==> config.mk <==
export PLATFORM = sky130hd
export DESIGN_NAME = rvl_ctrl_reg_bank
export DESIGN_NICKNAME = d
export VERILOG_FILES = /design/src/rtl/rvl_ctrl_reg_bank.sv
export SDC_FILE = /design/constraint.sdc
export NUM_CORES = 2
export LEC_CHECK = 0
export ABC_AREA = 0
export CORE_ASPECT_RATIO = 0.8
export CORE_MARGIN = 2
export CORE_UTILIZATION = 52
export CTS_BUF_LIST = sky130_fd_sc_hd__clkbuf_2
export CTS_CLUSTER_SIZE = 25
export DETAILED_ROUTE_END_ITERATION = 8
export PLACE_DENSITY = 0.79
export SYNTH_ARGS = -nofsm -noshare
export SYNTH_HDL_FRONTEND = slang
export SYNTH_SLANG_ARGS = --single-unit
==> constraint.sdc <==
create_clock -name usr_clk -period 1.51 [get_ports usr_clk]
set_input_delay 0.302 -clock usr_clk [delete_from_list [all_inputs] [get_ports usr_clk]]
set_output_delay 0.302 -clock usr_clk [all_outputs]
set_load 0.02 [all_outputs]
==> src/rtl/rvl_ctrl_reg_bank.sv <==
// Dual-port control register bank: an rvl port with read-only protection and
// error reporting, a privileged usr port, and sticky "rvl wrote" flags.
module rvl_ctrl_reg_bank #(
  parameter int                    ADDR_WIDTH = 4,
  parameter int                    DATA_WIDTH = 32,
  parameter int                    NUM_REGS   = 16,
  parameter logic [NUM_REGS-1:0]   RO_MASK    = '0,
  parameter logic [DATA_WIDTH-1:0] RST_VAL    = '0
) (
  input  logic                    usr_clk,
  input  logic                    usr_rst_n,
  input  logic                    rvl_ce,
  input  logic                    rvl_we,
  input  logic [ADDR_WIDTH-1:0]   rvl_addr,
  input  logic [DATA_WIDTH/8-1:0] rvl_be,
  input  logic [DATA_WIDTH-1:0]   rvl_wdata,
  output logic [DATA_WIDTH-1:0]   rvl_rdata,
  output logic                    rvl_rvalid,
  output logic                    rvl_err,
  input  logic                    usr_ce,
  input  logic                    usr_we,
  input  logic [ADDR_WIDTH-1:0]   usr_addr,
  input  logic [DATA_WIDTH/8-1:0] usr_be,
  input  logic [DATA_WIDTH-1:0]   usr_wdata,
  output logic [DATA_WIDTH-1:0]   usr_rdata,
  output logic                    usr_rvalid,
  output logic [NUM_REGS-1:0]     upd_flags,
  input  logic [NUM_REGS-1:0]     upd_clr
);

  localparam int NB = DATA_WIDTH / 8;

  logic [DATA_WIDTH-1:0] regs [NUM_REGS];
  logic [NUM_REGS-1:0]   rvl_wsel;
  logic [NUM_REGS-1:0]   usr_wsel;
  logic                  rvl_in_range;
  logic                  usr_in_range;
  logic                  rvl_ro;
  logic [DATA_WIDTH-1:0] rvl_rd_mux;
  logic [DATA_WIDTH-1:0] usr_rd_mux;

  // Address decode; unimplemented addresses match nothing, so they read as 0.
  always_comb begin
    rvl_wsel     = '0;
    usr_wsel     = '0;
    rvl_in_range = 1'b0;
    usr_in_range = 1'b0;
    rvl_ro       = 1'b0;
    rvl_rd_mux   = '0;
    usr_rd_mux   = '0;
    for (int i = 0; i < NUM_REGS; i++) begin
      if (rvl_addr == ADDR_WIDTH'(i)) begin
        rvl_in_range = 1'b1;
        rvl_ro       = RO_MASK[i];
        rvl_rd_mux   = regs[i];
        rvl_wsel[i]  = rvl_ce & rvl_we & ~RO_MASK[i];
      end
      if (usr_addr == ADDR_WIDTH'(i)) begin
        usr_in_range = 1'b1;
        usr_rd_mux   = regs[i];
        usr_wsel[i]  = usr_ce & usr_we;
      end
    end
  end

  // rvl has byte priority; an RO register never selects rvl, so usr wins there.
  always_ff @(posedge usr_clk or negedge usr_rst_n) begin
    if (!usr_rst_n) begin
      for (int i = 0; i < NUM_REGS; i++) regs[i] <= RST_VAL;
    end else begin
      for (int i = 0; i < NUM_REGS; i++) begin
        for (int b = 0; b < NB; b++) begin
          if (rvl_wsel[i] && rvl_be[b])
            regs[i][b*8 +: 8] <= rvl_wdata[b*8 +: 8];
          else if (usr_wsel[i] && usr_be[b])
            regs[i][b*8 +: 8] <= usr_wdata[b*8 +: 8];
        end
      end
    end
  end

  always_ff @(posedge usr_clk or negedge usr_rst_n) begin
    if (!usr_rst_n) begin
      rvl_rdata  <= '0;
      rvl_rvalid <= 1'b0;
      rvl_err    <= 1'b0;
      usr_rdata  <= '0;
      usr_rvalid <= 1'b0;
    end else begin
      rvl_rvalid <= rvl_ce & ~rvl_we;
      usr_rvalid <= usr_ce & ~usr_we;
      if (rvl_ce && !rvl_we) rvl_rdata <= rvl_rd_mux;
      if (usr_ce && !usr_we) usr_rdata <= usr_rd_mux;
      rvl_err    <= rvl_ce & (~rvl_in_range | (rvl_we & rvl_ro));
    end
  end

  // Set dominates clear so a fresh write is never lost to a stale clear.
  always_ff @(posedge usr_clk or negedge usr_rst_n) begin
    if (!usr_rst_n)
      upd_flags <= '0;
    else
      upd_flags <= (upd_flags & ~upd_clr) | (rvl_wsel & {NUM_REGS{|rvl_be}});
  end

endmodule
* Yosys cells after proc, flatten, opt, wreduce, memory -nomap -nowiden *
Cells that the tools add are included.
Widths: inputs -> output; s select.

word-level totals
  bits in registers = 595
  bits of input ports = 102
  output and inout bits = 83
  word-level logic and storage cells = 519

operators by class
  equal/unequal tests = 30
  multiplexer cells = 208
  bitwise operators = 12
  reductions and logical operators = 199

operators by type and width
  operator            number
  $mux 32             32
  $mux 8              128
  $logic_and 1x1->1   130
  $reduce_bool 2->1   64
  $eq 4x4->1 const B  16
  $mux 1              48
  $and 16x16->16      2
  $eq 4x3->1 const B  8
  $eq 4x2->1 const B  4
  $not 16->16         1
  $or 16x16->16       1
  $eq 4x1->1 const B  2
  $logic_not 4->1     2
  $and 1x1->1         5
  $reduce_or 4->1     1
  $not 1->1           3
  $logic_not 1->1     2

* Logic depth before layout (Yosys ltp) *
  depth in word-level cells = 19
  gate-level depth with buffers = 10
  depth with buffers taken out = 7

* Least setup slack after synthesis *
Ideal clock, no wire load.

  kind = input to register
  start = input port usr_addr[0]
  end = register usr_rdata[3]
  library setup time = 0.121 ns
  arrival = 1.616 ns
  data required time = 1.389 ns
  slack = -0.227 ns
  stages = 7
  buffers on the path = 2
  cells stage by stage = buf_6 > buf_6 > mux4_2 > a221oi_1 > a21oi_1 > o21ai_1 > nand2_1

between the ends
  cells in the longest elaborated chain, start to end = 17
  elaborated cells between the ends (all ways) = 32
  classes of those cells = eq/ne: 15; mux: 16; reduce/logical: 1

ends and longest elaborated chain
  what                   line  RTL
  from (decl)            22    input logic [ADDR_WIDTH-1:0] usr_addr,
  $logic_not 4->1        58    if (usr_addr == ADDR_WIDTH'(i)) begin
  $mux 32 (15 in a row)  58
  $mux 32 (*)            58
  to (signal assigned)   93    if (usr_ce && !usr_we) usr_rdata <= usr_rd_mux;
  to (decl)              25    output logic [DATA_WIDTH-1:0] usr_rdata,

Mark *: on every way between the ends. The rest lies on a longest branch, timed or not.
A chain may end at the register's enable or synchronous reset.

* Worst setup path in the final report *
  start = register usr_rdata[6]
  end = output port usr_rdata[6]

No word-level cell between the ends.

==> results.txt <==
----------------------------------------------------
[Status]
  Outcome ... finished, violations left
  Failing checks ... setup timing

[Clock tree]
  Sink count of the clock tree ... 595
  Clock root buffer ... sky130_fd_sc_hd__clkbuf_2
  CTS tree ... done
  Clock transition at path regs ... 0.12 ns
  Source-to-sink clock delay at the later pin of the worst-skew pair ... 1.48 ns
  Depth of the CTS H-tree ... 4
  TritonCTS buffer count ... 156
  Number of buffers on the longest clock path ... 3

[Finish]
  Number of cells in the finished layout apart from fillers ... 6328
  Final design area excluding fillers ... 0.0537 mm^2
  Sequential standard cell area ... 0.0149 mm^2
  Layout cells sized above 1 ... 0.334
  NumNets Final ... 5378
  Number of fill cells ... 5112
  Synthesis-to-finish area growth ... 42.1%
  Area used by multi-input combinational logic ... 0.0224 mm^2

[Worst setup path]
  CP arrival ... 2.09 ns
  Launching element type of the critical path ... flop
  Bufs and invs on worst path ... 1
  Critical Path Max Stage Delay ... 0.46 ns
  Worst Path Required ... 1.21 ns
  Setup crit end kind ... primary output
  Worst Setup Path Type ... flop to primary output
  Kind of cell adding the most delay to the critical path ... flip-flops
  Cells along the critical path ... buf_6
  Slowest cell on crit path ... sky130_fd_sc_hd__dfrtp_1
  Maximum fanout along the worst path ... 2

[Routing]
  Total detailed-routing wirelength ... 208 mm
  Vias ... 43700
  Via-to-Cell Ratio ... 6.91
  Final routed wire length divided by cell count ... 32.9 um
  Number of iterations in the first detailed-routing pass ... 7
  First-iteration detailed-routing DRC count ... 7685
  DRC violation count after routing ... 0
  Number of nets with antenna violations after detailed routing ... 0

[Floorplanning]
  Number of rows in the core area ... 88
  Floorplan core area ... 0.0720 mm^2
  Overall die height ... 245 um
  Count of boundary I/O pins ... 185
  Die width ... 305 um
  Initial standard-cell utilization of the core ... 0.525
  Die Outline Area ... 0.0748 mm^2

[Timing]
  Worst path setup slack after routing ... -0.880 ns
  Hold Fails Final Rpt ... 0
  Setup TNS Final ... -71.87 ns
  RSZ-0062 raised after global routing ... true
  Clock tree skew after final layout ... 0.0968 ns
  # setup viols final ... 148
  Slew of the pin with the lowest slew margin ... 1.00 ns
  Fmax ... 418 MHz
  Worst relative slew slack ... 0.330
  Final period utilization ... 1.58
  Tmin final ... 2.39 ns
  Final count of pins violating max slew ... 0

[Power]
  Standby leakage power ... 25.2 nW
  Maximum vdd ir drop ... 0.881 mV
  Power density normalized to cell area ... 1000 mW/mm^2

[Logic synthesis]
  Post-synthesis area per instance ... 9.04 um^2
  Fraction of the mapped netlist area in adder cells ... 0
  Synth Area in Simple Gates ... 0.131
  Synthesized Nets ... 4279
  Syn Std Cell Area ... 0.0378 mm^2
  Largest family of logic cells by synthesized area ... compound AO/OA/AOI/OAI gates
  Flops & latches, synth ... 595
  Count of different cell masters after synthesis ... 75
  Post-synthesis xor/xnor area fraction ... 0
  Sequential element share of the synthesized area ... 0.394
  Post-synthesis cell count ... 4177
  Syn. warnings ... 0
  Most used flip-flop cell after synthesis ... sky130_fd_sc_hd__dfrtp_1
  Post-synth EDFFs ... 0
  Compound-cell area share of the yosys netlist ... 0.213
  Async set-or-reset flop fraction in the synthesized netlist ... 1.00
  Multiplexer area fraction after synthesis ... 0.209

[Placement]
  Instance area after placement ... 0.0493 mm^2
  I/O Buffers ... 184
  Last weighted congestion value of the routability-driven placer ... 1.12
  Number of cells after detailed placement ... 5871
  Post-DP HPWL ... 149 mm

[GRT]
  Wire length of the first global-routing pass ... 295 mm
  Antenna violations before repair ... 9
  Vias in the first global route ... 41700
  Pin count of the biggest net entering global routing ... 72
  Overall fraction of global-route tracks in use ... 0.546
  Remaining Overflow, GRT ... 0

[Worst hold path]
  Path class of the lowest-slack min-delay path ... input pin to flop

[Flow run]
  Max capacitance violation total ... 0

----------------------------------------------------
-- cell usage in the layout, fill, tap and decap left out, types with 15 or more instances in the layout --
master / n
sky130_fd_sc_hd__or2_2: 17
sky130_fd_sc_hd__buf_4: 750
sky130_fd_sc_hd__mux2_2: 71
sky130_fd_sc_hd__o221ai_1: 17
sky130_fd_sc_hd__and3_1: 18
sky130_fd_sc_hd__clkinv_1: 22
sky130_fd_sc_hd__a221oi_1: 35
sky130_fd_sc_hd__a22o_1: 15
sky130_fd_sc_hd__nand2_2: 35
sky130_fd_sc_hd__nand2_1: 435
sky130_fd_sc_hd__clkdlybuf4s50_1: 90
sky130_fd_sc_hd__a21o_1: 20
sky130_fd_sc_hd__a22oi_1: 45
sky130_fd_sc_hd__nor2b_1: 20
sky130_fd_sc_hd__mux4_2: 43
sky130_fd_sc_hd__nand2b_1: 16
sky130_fd_sc_hd__nor3_1: 27
sky130_fd_sc_hd__buf_6: 100
sky130_fd_sc_hd__inv_1: 26
sky130_fd_sc_hd__a31oi_1: 15
sky130_fd_sc_hd__dfrtp_2: 17
sky130_fd_sc_hd__o22ai_1: 123
sky130_fd_sc_hd__buf_12: 231
sky130_fd_sc_hd__nand3_1: 26
sky130_fd_sc_hd__nor2_2: 37
sky130_fd_sc_hd__clkbuf_2: 226
sky130_fd_sc_hd__nor2_1: 333
sky130_fd_sc_hd__mux2i_1: 596
sky130_fd_sc_hd__nor2_4: 39
sky130_fd_sc_hd__o21ai_1: 41
sky130_fd_sc_hd__dlygate4sd3_1: 138
sky130_fd_sc_hd__o21ai_0: 433
sky130_fd_sc_hd__dfrtp_1: 578
sky130_fd_sc_hd__a21oi_1: 375
sky130_fd_sc_hd__a211oi_1: 17
sky130_fd_sc_hd__a21oi_2: 27
-- power by group --
part	internal [W]	switching, W
sequential	0.0195	0.00415
clock	0.00427	0.00749
combinational	0.00897	0.00940
total	0.0327	0.0210
-- final cells by class --
cell class | instances | area share
Clock inverter | 29 | 0.00324
Sequential cell | 595 | 0.278
Multi-Input combinational cell | 3176 | 0.417
Antenna cell | 10 | 0.000466
Clock buffer | 226 | 0.0211
Inverter | 34 | 0.00250
Tap cell | 945 | 0.0220
Timing Repair Buffer | 1313 | 0.256
-- synth_stat cells, drive strengths merged (8+ instances only) --
library cell  number  share of area
mux2i            602           0.16
dfrtp            595           0.39
nand2            482          0.050
o21ai            481          0.064
a21oi            412          0.055
nor2             409          0.046
buf              221          0.034
clkbuf           151          0.015
o22ai            127          0.021
mux2              81          0.024
nand3             52         0.0095
a22oi             51          0.010
a221oi            44          0.011
mux4              43          0.026
nor3              38         0.0056
inv               31         0.0031
nor2b             27         0.0045
a211oi            25         0.0052
o221ai            25         0.0058
nand2b            23         0.0038
o2111ai           22         0.0051
a21o              20         0.0040
and3              19         0.0031
o31ai             19         0.0038
a31oi             18         0.0030
or2               18         0.0030
a22o              15         0.0035
o211ai            14         0.0028
o21a              13         0.0026
a221o             11         0.0029
o32ai             11         0.0026
a2bb2oi            8         0.0019
or3                8         0.0013
-- stage by stage --
step | setup WS (ns) | hold WS (ns) | util | total power, W
final | -0.880 | 0.0765 | 0.745 | 0.0538
after global routing | -0.861 | 0.0618 | 0.745 | 0.0553
after CTS | -0.910 | 0.0100 | 0.735 | 0.0517
after detailed placement | -0.968 | 0.179 | 0.685 | 0.0393
after global placement | -0.912 | 0.180 | 0.685 | 0.0389
after floorplan | -0.194 | 0.00641 | - | 0.0303
-- logic make-up after synthesis --
| kind of cell | count (synthesis) |
|---|---|
| buffers and inverters | 406 |
| and+or+nand+nor | 1092 |
| DFF | 595 |
| other | 1 |
| muxes | 726 |
| AOI/OAI and AO/OA | 1357 |
-- sequential cells by signal, indices dropped and copies added, names as in the netlist --
register    cells
usr_rvalid      1
upd_flags      16
rvl_rdata      32
rvl_rvalid      1
usr_rdata      32
regs          512
rvl_err         1
-- timing repair --
item                                     CTS  global route
resized for setup                        633           105
hold buffers                             136             4
setup buffers                             37            33
endpoints found under the setup margin   134           240
pin swaps                                 70            72
hold endpoints to repair                1188            27
-- layer usage --
layer	vias to the layer above	share of wire	global-route usage
met2	4481	0.39	0.744
met5	-	0.00017	0
met4	6	0.084	0.360
met3	1176	0.17	0.242
met1	20600	0.35	0.697
li1	17500	-	-
-- final timing paths --
kind / depth (start not counted) / start / endpoint / slack (ns)
worst max-delay path: 1 / usr_rdata[6]$_DFFE_PN0P_ / usr_rdata[6] / -0.88
worst min-delay path: 6 / rvl_addr[2] / rvl_rdata[30]$_DFFE_PN0P_ / 0.08
worst max register to register: 5 / regs[409]$_DFFE_PN0P_ / usr_rdata[25]$_DFFE_PN0P_ / -0.41
worst min register to register: 2 / usr_rdata[23]$_DFFE_PN0P_ / usr_rdata[23]$_DFFE_PN0P_ / 0.55
max in group asynchronous: 7 / usr_rst_n / regs[59]$_DFFE_PN0P_ / 0.23
min in group asynchronous: 5 / usr_rst_n / regs[43]$_DFFE_PN0P_ / 0.47
(Power assumes the default switching activity.)
